==> src/rtl/frame_buf_sched.sv <==
`default_nettype none
// ============================================================================
// Module      : frame_buf_sched
// Description : Ping-pong scheduler for a two-bank frame buffer; owns the
//               memory enables/addresses and stalls the producer on full banks.
// Revision    : 1.0 - initial release
// ============================================================================
module frame_buf_sched #(
    parameter int ADDR_WIDTH = 9,
    parameter int BUF_SIZE   = 500
) (
    input  logic                  wr_clk,
    input  logic                  reset,
    input  logic                  wr_req,
    input  logic                  wr_restart,
    input  logic                  rd_req,
    output logic                  wr_ack,
    output logic                  rd_ack,
    output logic                  mem_wr_en,
    output logic [ADDR_WIDTH:0]   mem_wr_addr,
    output logic                  mem_rd_en,
    output logic [ADDR_WIDTH:0]   mem_rd_addr,
    output logic                  wr_frame_done,
    output logic                  rd_frame_done,
    output logic [1:0]            full_cnt
);

    typedef enum logic [0:0] {W_FILL = 1'b0, W_BLOCK = 1'b1} wr_state_t;
    typedef enum logic [0:0] {R_IDLE = 1'b0, R_DRAIN = 1'b1} rd_state_t;

    localparam logic [ADDR_WIDTH-1:0] c_last = ADDR_WIDTH'(BUF_SIZE - 1);
    localparam logic [ADDR_WIDTH-1:0] c_one  = ADDR_WIDTH'(1);

    wr_state_t              r_wr_state, w_wr_state_nxt;
    rd_state_t              r_rd_state, w_rd_state_nxt;
    logic [1:0]             r_full;
    logic                   r_wr_buf, r_rd_buf;
    logic [ADDR_WIDTH-1:0]  r_wr_cnt, r_rd_cnt;
    logic                   r_wr_done, r_rd_done;
    logic                   w_wr_ack, w_rd_ack, w_wr_last, w_rd_last;

    always_ff @(posedge wr_clk) begin
        if (reset) begin
            r_wr_state <= W_FILL;
            r_rd_state <= R_IDLE;
        end else begin
            r_wr_state <= w_wr_state_nxt;
            r_rd_state <= w_rd_state_nxt;
        end
    end

    // Acks are forced low while reset is asserted so no access leaks out.
    always_comb begin
        w_wr_ack       = wr_req & (r_wr_state == W_FILL) & ~r_full[r_wr_buf]
                         & ~wr_restart & ~reset;
        w_rd_ack       = rd_req & (r_rd_state == R_DRAIN) & ~reset;
        w_wr_last      = w_wr_ack & (r_wr_cnt == c_last);
        w_rd_last      = w_rd_ack & (r_rd_cnt == c_last);
        w_wr_state_nxt = r_wr_state;
        w_rd_state_nxt = r_rd_state;
        case (r_wr_state)
            W_FILL:  if (w_wr_last && r_full[~r_wr_buf]) w_wr_state_nxt = W_BLOCK;
            W_BLOCK: if (!r_full[r_wr_buf])              w_wr_state_nxt = W_FILL;
            default: w_wr_state_nxt = W_FILL;
        endcase
        case (r_rd_state)
            R_IDLE:  if (r_full[r_rd_buf]) w_rd_state_nxt = R_DRAIN;
            R_DRAIN: if (w_rd_last)        w_rd_state_nxt = R_IDLE;
            default: w_rd_state_nxt = R_IDLE;
        endcase
    end

    // Writer and reader always touch different banks, so set and clear never collide.
    always_ff @(posedge wr_clk) begin
        if (reset) begin
            r_full    <= 2'b00;
            r_wr_buf  <= 1'b0;
            r_rd_buf  <= 1'b0;
            r_wr_cnt  <= '0;
            r_rd_cnt  <= '0;
            r_wr_done <= 1'b0;
            r_rd_done <= 1'b0;
        end else begin
            r_wr_done <= w_wr_last;
            r_rd_done <= w_rd_last;
            if (w_wr_last) begin
                r_full[r_wr_buf] <= 1'b1;
                r_wr_buf         <= ~r_wr_buf;
            end
            if (w_rd_last) begin
                r_full[r_rd_buf] <= 1'b0;
                r_rd_buf         <= ~r_rd_buf;
            end
            if (wr_restart || w_wr_last)
                r_wr_cnt <= '0;
            else if (w_wr_ack)
                r_wr_cnt <= r_wr_cnt + c_one;
            if (w_rd_last)
                r_rd_cnt <= '0;
            else if (w_rd_ack)
                r_rd_cnt <= r_rd_cnt + c_one;
        end
    end

    always_ff @(posedge wr_clk) begin
        if (!reset)
            assert (!(w_wr_ack && w_rd_ack && (r_wr_buf == r_rd_buf)));
    end

    assign wr_ack        = w_wr_ack;
    assign rd_ack        = w_rd_ack;
    assign mem_wr_en     = w_wr_ack;
    assign mem_rd_en     = w_rd_ack;
    assign mem_wr_addr   = {r_wr_buf, r_wr_cnt};
    assign mem_rd_addr   = {r_rd_buf, r_rd_cnt};
    assign wr_frame_done = r_wr_done;
    assign rd_frame_done = r_rd_done;
    assign full_cnt      = {1'b0, r_full[0]} + {1'b0, r_full[1]};

endmodule
`default_nettype wire

==> config.mk <==
export PLATFORM = sky130hd
export DESIGN_NAME = frame_buf_sched
export DESIGN_NICKNAME = d
export VERILOG_FILES = /design/src/rtl/frame_buf_sched.sv
export SDC_FILE = /design/constraint.sdc
export NUM_CORES = 1
export LEC_CHECK = 0
export BUFFER_PORTS_ARGS = -buffer_cell sky130_fd_sc_hd__buf_2
export CAP_MARGIN = 20
export CORE_MARGIN = 2
export CORE_UTILIZATION = 30
export DETAILED_ROUTE_END_ITERATION = 6
export GPL_TIMING_DRIVEN = 0
export PLACE_DENSITY = 0.5
export SLEW_MARGIN = 10
export SYNTH_ARGS = -nofsm -noshare
export SYNTH_HDL_FRONTEND = slang
export SYNTH_SLANG_ARGS = --single-unit
export TNS_END_PERCENT = 20
==> constraint.sdc <==
create_clock -name wr_clk -period 2.06 [get_ports wr_clk]
set_input_delay 0.206 -clock wr_clk [delete_from_list [all_inputs] [get_ports wr_clk]]
set_output_delay 0.206 -clock wr_clk [all_outputs]
set_load 0.05 [all_outputs]
Yosys cells after proc, flatten, opt, wreduce, memory -nomap -nowiden
Cells that the tools add are included.
- add/subtract/negate cells: 3
- multipliers: 0
- div/mod/pow operators: 0
- order comparisons: 5
- equal/unequal tests: 2
- shifts and indexed selects: 0
- multiplexer cells: 19
- bitwise operators: 18
- reductions and logical operators: 6
- operators by type and width (operator ; count):
    9-bit by 1-bit adder with 9-bit output, second input constant ; 2
    9-bit equality test, second input constant ; 2
    1-bit 2-to-1 mux ; 12
    1-bit AND ; 8
    1-bit inverter ; 7
    1-bit by 2-bit < comparator with 1-bit output, second input constant ; 3
    2-bit 2-to-1 mux ; 3
    1-bit case mux with 2 select lines ; 2
    2-bit OR reduction ; 2
    1-bit logical AND ; 3
    1-bit by 1-bit adder with 2-bit output ; 1
    2-bit AND ; 1
    1-bit demux with 1-bit select ; 2
    1-bit >= comparator, second input constant ; 2
    2-bit inverter ; 1
    2-bit OR ; 1
    1-bit logical OR ; 1
- bits in registers: 26
- bits in latches: 0
- RAM bits: 0
- bits in read-only memories: 0
- input bits: 5
- output and inout port bits: 28
- word-level logic and storage cells: 62
- memories: 0

Depth between registers and ports, before layout
Gate-level depths: netlist (run 1).
- depth after elaboration: 11
- gate-level depth with buffers: 7
- gate-level depth less buffers: 5

Least setup slack after synthesis (run 1)
Ideal clock, no wire load.
- path kind: register to register
- start: reg r_rd_cnt[0]
- end: reg r_rd_cnt[0]
- library setup time: 0.116 ns
- arrival: 1.820 ns
- required time: 1.944 ns
- setup slack: 0.124 ns
- cell stages (with the launch flop): 7
- buffers on the path: 1
- period minus slack after synthesis: 1.936 ns
- cells stage by stage: dfxtp_1 -> ha_1 -> nand4b_4 -> nor4_4 -> or2_1 -> buf_2 -> nor2_1
- word-level cells in the longest chain between the ends: 3
- elaborated cells on any way between the ends: 4
- those cells by class: add/sub: 1; eq/ne: 1; bitwise: 1; reduce/logical: 1
- ends and longest elaborated chain (what ; line ; text):
    start: declaration ; 38 ; logic [ADDR_WIDTH-1:0] r_wr_cnt, r_rd_cnt;
    start signal: assignment ; 101 ; r_rd_cnt <= r_rd_cnt + c_one;
    branches (longest 3 deep; another with 9-bit by 1-bit adder with 9-bit output) ; - ;
Parallel ways; which one is timed is not known.
A chain may end at the register's enable or synchronous reset.

Final worst setup path (run 1)
- start: reg r_wr_state
- end: out wr_ack
- word-level cells in the longest chain between the ends: 5
- ends and longest elaborated chain (what ; line ; text):
    start: declaration ; 34 ; wr_state_t r_wr_state, w_wr_state_nxt;
    start signal: assignment ; 47 ; r_wr_state <= w_wr_state_nxt;
    1-bit inverter ; - ;
    1-bit AND (2 in series) ; 54 ; w_wr_ack = wr_req & (r_wr_state == W_FILL) & ~r_full[r_wr_buf]
    1-bit AND (2 in series) ; 55 ; & ~wr_restart & ~reset;
    end: declaration ; 17 ; output logic wr_ack,
Every way passes these cells.

==> run metrics, run 1 <==
outcome finished clean; Max Cap Violations 0; Syn. warnings 0; commonest non-fill, non-tap cell in the layout buf_2; Place WS 0.291 ns; Fin Setup TNS 0 ns; final worst clock skew 0.00357 ns; register area share after synthesis 38.8%; placed cell area 0.00157 mm^2; Cell Area, Synth 0.00134 mm^2; Fin. Hold Viols 0; worst skew pair latency 0.26 ns; vias in the first global route 1,129; Setup CP Type register to primary output; CTS max path bufs 2; P_sw 0.000172 W; Total Nets Final 184; Avg Vias per Cell 4.83; Area Overhead vs Synth 20.5%; # diodes 0; asr flop ratio synth 0%; Inst Count DP 223; Leakage 0.656 nW; M1 wire length 1300 um; worst min path class input port to register; Post-Synth XOR/XNOR Area 10.5%; top cells by area, synth dfxtp_1, xnor2_1, nor2_1; Max H-tree Level 1; final wirelength 2770 um; most frequent cells in the layout buf_2, dfxtp_1, nor2_1; Worst setup SP type register; leading register cell type out of synthesis dfxtp_1; Max Freq 526 MHz; initial antenna violation count 0; global route overflow 0; Top Layer Used met4; All-Layer GR Usage 11.8%; row count 24; Via Count 1,092; Net Sw Frac 21.0%; max-slew violation count 0; r2r startpoint r_wr_cnt[0]; relative slew slack 70.9%; Period minus WS final 1.90 ns; layout cell share with drive strength beyond 1 34.5%; number of synthesized flops with an enable pin 0; GPL Wtd Cong 0.788; Die Span Y 70.8 um; Clk pin slew, worst setup/hold paths 0.08 ns; Post-CTS Repair Setup Buffers 0; # DRC 0; 1st-pass router iterations 4; area share of the largest cell type after synthesis 38.8%; Worst EP arrival 1.69 ns; Reg2Reg Setup Slack 0.28 ns; cts hold-fix bufs 0; simple-gate share of the synthesized area 31.5%; cell count of the worst reg-to-reg path 7; Design Area, Final 0.00162 mm^2; fin cells 226; synthesized net count 147; Synth Register Bits 26; first-pass GRT wire length 4900 um; CTS root buf clkbuf_8; CTS tree built; post-route ant nets 0; Mapped Avg Cell Area 9.64 um^2; Post-Syn Instances 139; period utilization 92.2%; Reg power frac 61.4%; Setup WS post-layout 0.160 ns; largest net degree at the start of global routing 14; die width 70.8 um; Synth Area in Adders 2.80%; CP required 1.85 ns; Int Pwr 0.000648 W; largest family of logic cells by synthesized area simple AND/OR/NAND/NOR gates; CP Capture Type primary output; Clk pwr share 33.4%; Initial Util 31.0%; post-synth cell types 40; Setup Viol. Count Final 0; Logic pwr share 5.2%; DR WL met3 141 um; I/O pin cnt 33; R2R Path End r_wr_cnt[6]; area fraction in compound gates after synthesis 6.91%; die area 0.00502 mm^2; I/O Buffers 32; Worst setup startpoint r_wr_state; HPWL after DPL 2120 um; wire length per cell 12.3 um; Slew @ Worst Pin 0.436 ns; core area 0.00432 mm^2; area leader, netlist dfxtp_1; CTS Buf Count 3; Cell Pwr Density 507 mW/mm^2; met2 wire length 1310 um; mux share of post-synthesis cell area 2.61%; initial drt markers 23; Max VDD drop 0.204 mV; Max FO, Critical Path 6; clock sinks 26; crit path capture wr_ack; RSZ-0062 raised after global routing no
-- area by class of cell --
cell class / instances / area, um^2
fill: 463 / 2710
multi-input combinational: 99 / 736
sequential: 26 / 520
timing repair buffer: 32 / 160
buffer: 11 / 81.3
tap: 52 / 65.1
clock buffer: 3 / 41.3
inverter: 3 / 11.3
-- layer usage --
metal / vias to the layer above / global-route usage, %
met2: 21 / 20.6
met4: 0 / 4.40
met3: 2 / 2.71
met5: - / 0
li1: 552 / -
met1: 517 / 14.1
-- worst min path at each step --
stage / slack (ns) / end / cells after the start / startpoint
floorplan: 0.28 / r_wr_cnt[3] / 1 / wr_restart
global placement: 0.47 / r_wr_cnt[3] / 2 / wr_restart
detailed placement: 0.48 / r_wr_cnt[3] / 2 / wr_restart
CTS: 0.19 / r_wr_cnt[3] / 2 / wr_restart
global route: 0.21 / r_wr_cnt[3] / 2 / wr_restart
finish: 0.21 / r_wr_cnt[3] / 2 / wr_restart
-- sequential cells by signal, indices dropped and copies added (netlist names) --
register and flops:
r_full 2, r_rd_buf 1, r_rd_cnt 9, r_rd_state 1, r_wr_buf 1, r_wr_cnt 9
r_wr_state 1, rd_frame_done 1, wr_frame_done 1
-- stage by stage --
stage	utilization (%)	total power (W)	hold WS [ns]
floorplan	-	0.000544	0.283
global placement	36.2	0.000558	0.470
detailed placement	36.2	0.000558	0.478
CTS	37.2	0.000838	0.194
global route	37.4	0.000866	0.208
finish	37.4	0.000819	0.206
-- power groups by stage --
stage | clock network, W | registers [W] | logic, W
after floorplan | 0 | 0.000517 | 0.0000267
after global placement | 0 | 0.000515 | 0.0000426
after detailed placement | 0 | 0.000515 | 0.0000424
after CTS | 0.000292 | 0.000504 | 0.0000426
after global routing | 0.000316 | 0.000504 | 0.0000458
final | 0.000274 | 0.000503 | 0.0000423
-- worst max-delay path, stage by stage, from the launching register on --
cell and delay (ns):
dfxtp_1 0.37, nor4b_4 0.40, nand2_1 0.21, inv_1 0.11, buf_4 0.10, buf_2 0.24
-- kinds of logic after synthesis --
| logic type | Yosys count |
|---|---|
| buffers and inverters | 14 |
| multiplexers | 3 |
| XOR/XNOR | 16 |
| adder cells (fa/ha/maj) | 3 |
| flip-flops | 26 |
| AND/OR/NAND/NOR | 64 |
| AO/OA/AOI/OAI | 13 |
-- synth_stat cells (2+ instances only) --
cell type  count
xor2_1         5
nor4_4         2
or3_1          2
nor2_1        12
dfxtp_1       26
a21oi_2        2
a21oi_1        3
inv_1          2
buf_4          4
nand3b_1       3
clkbuf_1       2
buf_6          3
and4_1         3
nand2_1       10
nand3_1        6
xnor2_1       11
a211oi_1       3
nor3_1         6
nor2_2         5
nor2b_1        2
nand4_1        5
buf_2          2
ha_1           3
-- timing repair --
action                     in CTS  in global routing
gates resized for setup         0                  1
hold endpoints to repair        0                  0
setup endpoints to repair       0                  1
(Power assumes the default switching activity.)
==> inputs of run 2 (changes only) <==
- CTS_BUF_LIST: unset -> sky130_fd_sc_hd__clkbuf_2
==> run 2 against run 1 <==
Sequential power barely moved; first-iteration DRC count fell by 26%; die area did not move; sequential share of layout area rose by 0.43 points; critical endpoint unchanged; clock power fell by 35%; total power fell by 11%; non-clock buffer count did not move; count of clock-buffer cells in the layout did not move; largest cell class unchanged; worst hold slack got worse by 0.093 ns; combinational power rose by 2%; highest routed layer unchanged; design area fell by 1.3%.
==> run metrics, run 2 (synthesized netlist as in run 1, its figures left out) <==
CTS max path bufs 2; Reg power frac 69.7%; Worst setup SP type register; Net Sw Frac 22.9%; M1 wire length 1280 um; Design Area, Final 0.00159 mm^2; Max Cap Violations 0; die area 0.00502 mm^2; global route overflow 0; I/O Buffers 32; final wirelength 2750 um; clock sinks 26; fin util 36.9%; Die Span Y 70.8 um; Logic pwr share 6.0%; relative slew slack 70.7%; Fin. Hold Viols 0; most frequent cells in the layout buf_2, dfxtp_1, nor2_1; CTS root buf clkbuf_2; initial drt markers 17; Max Freq 528 MHz; Max H-tree Level 1; RSZ-0062 raised after global routing no; worst min path class input port to register; max-slew violation count 0; final worst clock skew 0.00610 ns; placed cell area 0.00157 mm^2; GPL Wtd Cong 0.788; cts hold-fix bufs 0; vias in the first global route 1,128; Cell Pwr Density 455 mW/mm^2; commonest non-fill, non-tap cell in the layout buf_2; Largest regs r_rd_cnt (9), r_wr_cnt (9), r_full (2); Post-CTS Repair Setup Buffers 0; largest net degree at the start of global routing 14; die width 70.8 um; CTS Buf Count 3; Period minus WS final 1.89 ns; HPWL after DPL 2120 um; initial antenna violation count 0; Fin Hold WS 0.113 ns; Avg Vias per Cell 4.82; Fin Setup TNS 0 ns; Setup CP Type register to primary output; Clk pin slew, worst setup/hold paths 0.22 ns; Top Layer Used met4; Via Count 1,090; Filler Cell Count 470; period utilization 91.9%; DR WL met3 141 um; met2 wire length 1300 um; Worst EP arrival 1.69 ns; # diodes 0; Initial Util 31.0%; worst skew pair latency 0.33 ns; CP Capture Type primary output; Leakage 0.647 nW; # DRC 0; Int Pwr 0.000560 W; CTS tree built; fin cells 226; outcome finished clean; Max FO, Critical Path 7; Area Overhead vs Synth 19.0%; All-Layer GR Usage 11.8%; Max VDD drop 0.183 mV; layout cell share with drive strength beyond 1 35.1%; Clk pwr share 24.4%; Total Nets Final 184; P_sw 0.000166 W; CP required 1.85 ns; 1st-pass router iterations 4; post-route ant nets 0; Slew @ Worst Pin 0.439 ns; wire length per cell 12.2 um; row count 24; I/O pin cnt 33; core area 0.00432 mm^2; first-pass GRT wire length 4910 um; Setup Viol. Count Final 0; Inst Count DP 223
run 2: cell count changes in the layout (fill, tap and decap cells not counted):
cell,delta
clkbuf_2,+3
nand2_2,+1
nand2_1,-1
buf_2,-1
clkbuf_8,-3
clkbuf_4,+1
run 2: metrics by stage:
step	power (W)	worst slack (ns)
after CTS	0.000743	0.0135
after global placement	0.000558	0.293
after detailed placement	0.000558	0.291
final	0.000726	0.167
after floorplan	0.000544	0.124
after global routing	0.000772	0.00638
run 2: timing repair:
action,4_1_cts,5_1_grt
endpoints found under the setup margin,1,2
endpoints found under the hold margin,0,0
resized for setup,1,2
pin swaps,0,1
run 2: power by group through the flow:
stage | Combinational [W] | Sequential, W | Clock (W)
floorplan | 0.0000267 | 0.000517 | 0
global placement | 0.0000426 | 0.000515 | 0
detailed placement | 0.0000424 | 0.000515 | 0
CTS | 0.0000426 | 0.000506 | 0.000194
global route | 0.0000467 | 0.000507 | 0.000219
finish | 0.0000432 | 0.000506 | 0.000177
run 2: worst max-delay path: stages (launching register included):
cell	delay, ns
dfxtp_1	0.39
buf_6	0.14
mux2i_4	0.30
nand2_2	0.12
inv_1	0.10
buf_4	0.10
clkbuf_4	0.21
run 2: final cells by class:
class                      instances  area, um^2  share of cell area, %
tap                               52        65.1                   4.08
timing repair buffer              32         163                   10.2
buffer                            11        81.3                   5.10
multi-input combinational         99         738                   46.3
inverter                           3        11.3                  0.706
sequential                        26         520                   32.7
clock buffer                       3        15.0                  0.942
run 2: routing by layer:
| layer | GRT usage, % | vias to the layer above |
|---|---|---|
| met4 | 4.40 | 0 |
| met2 | 20.5 | 21 |
| met3 | 2.71 | 2 |
| met5 | 0 | - |
| li1 | - | 552 |
| met1 | 14.2 | 515 |
run 2: final timing paths:
check | from | end | slack [ns] | cells after the start
max reg2reg | r_wr_cnt[0] | r_wr_cnt[6] | 0.26 | 7
min | wr_restart | r_wr_cnt[3] | 0.11 | 2
min reg2reg | r_wr_cnt[7] | r_wr_cnt[7] | 0.53 | 2
max | r_wr_buf | wr_ack | 0.17 | 6
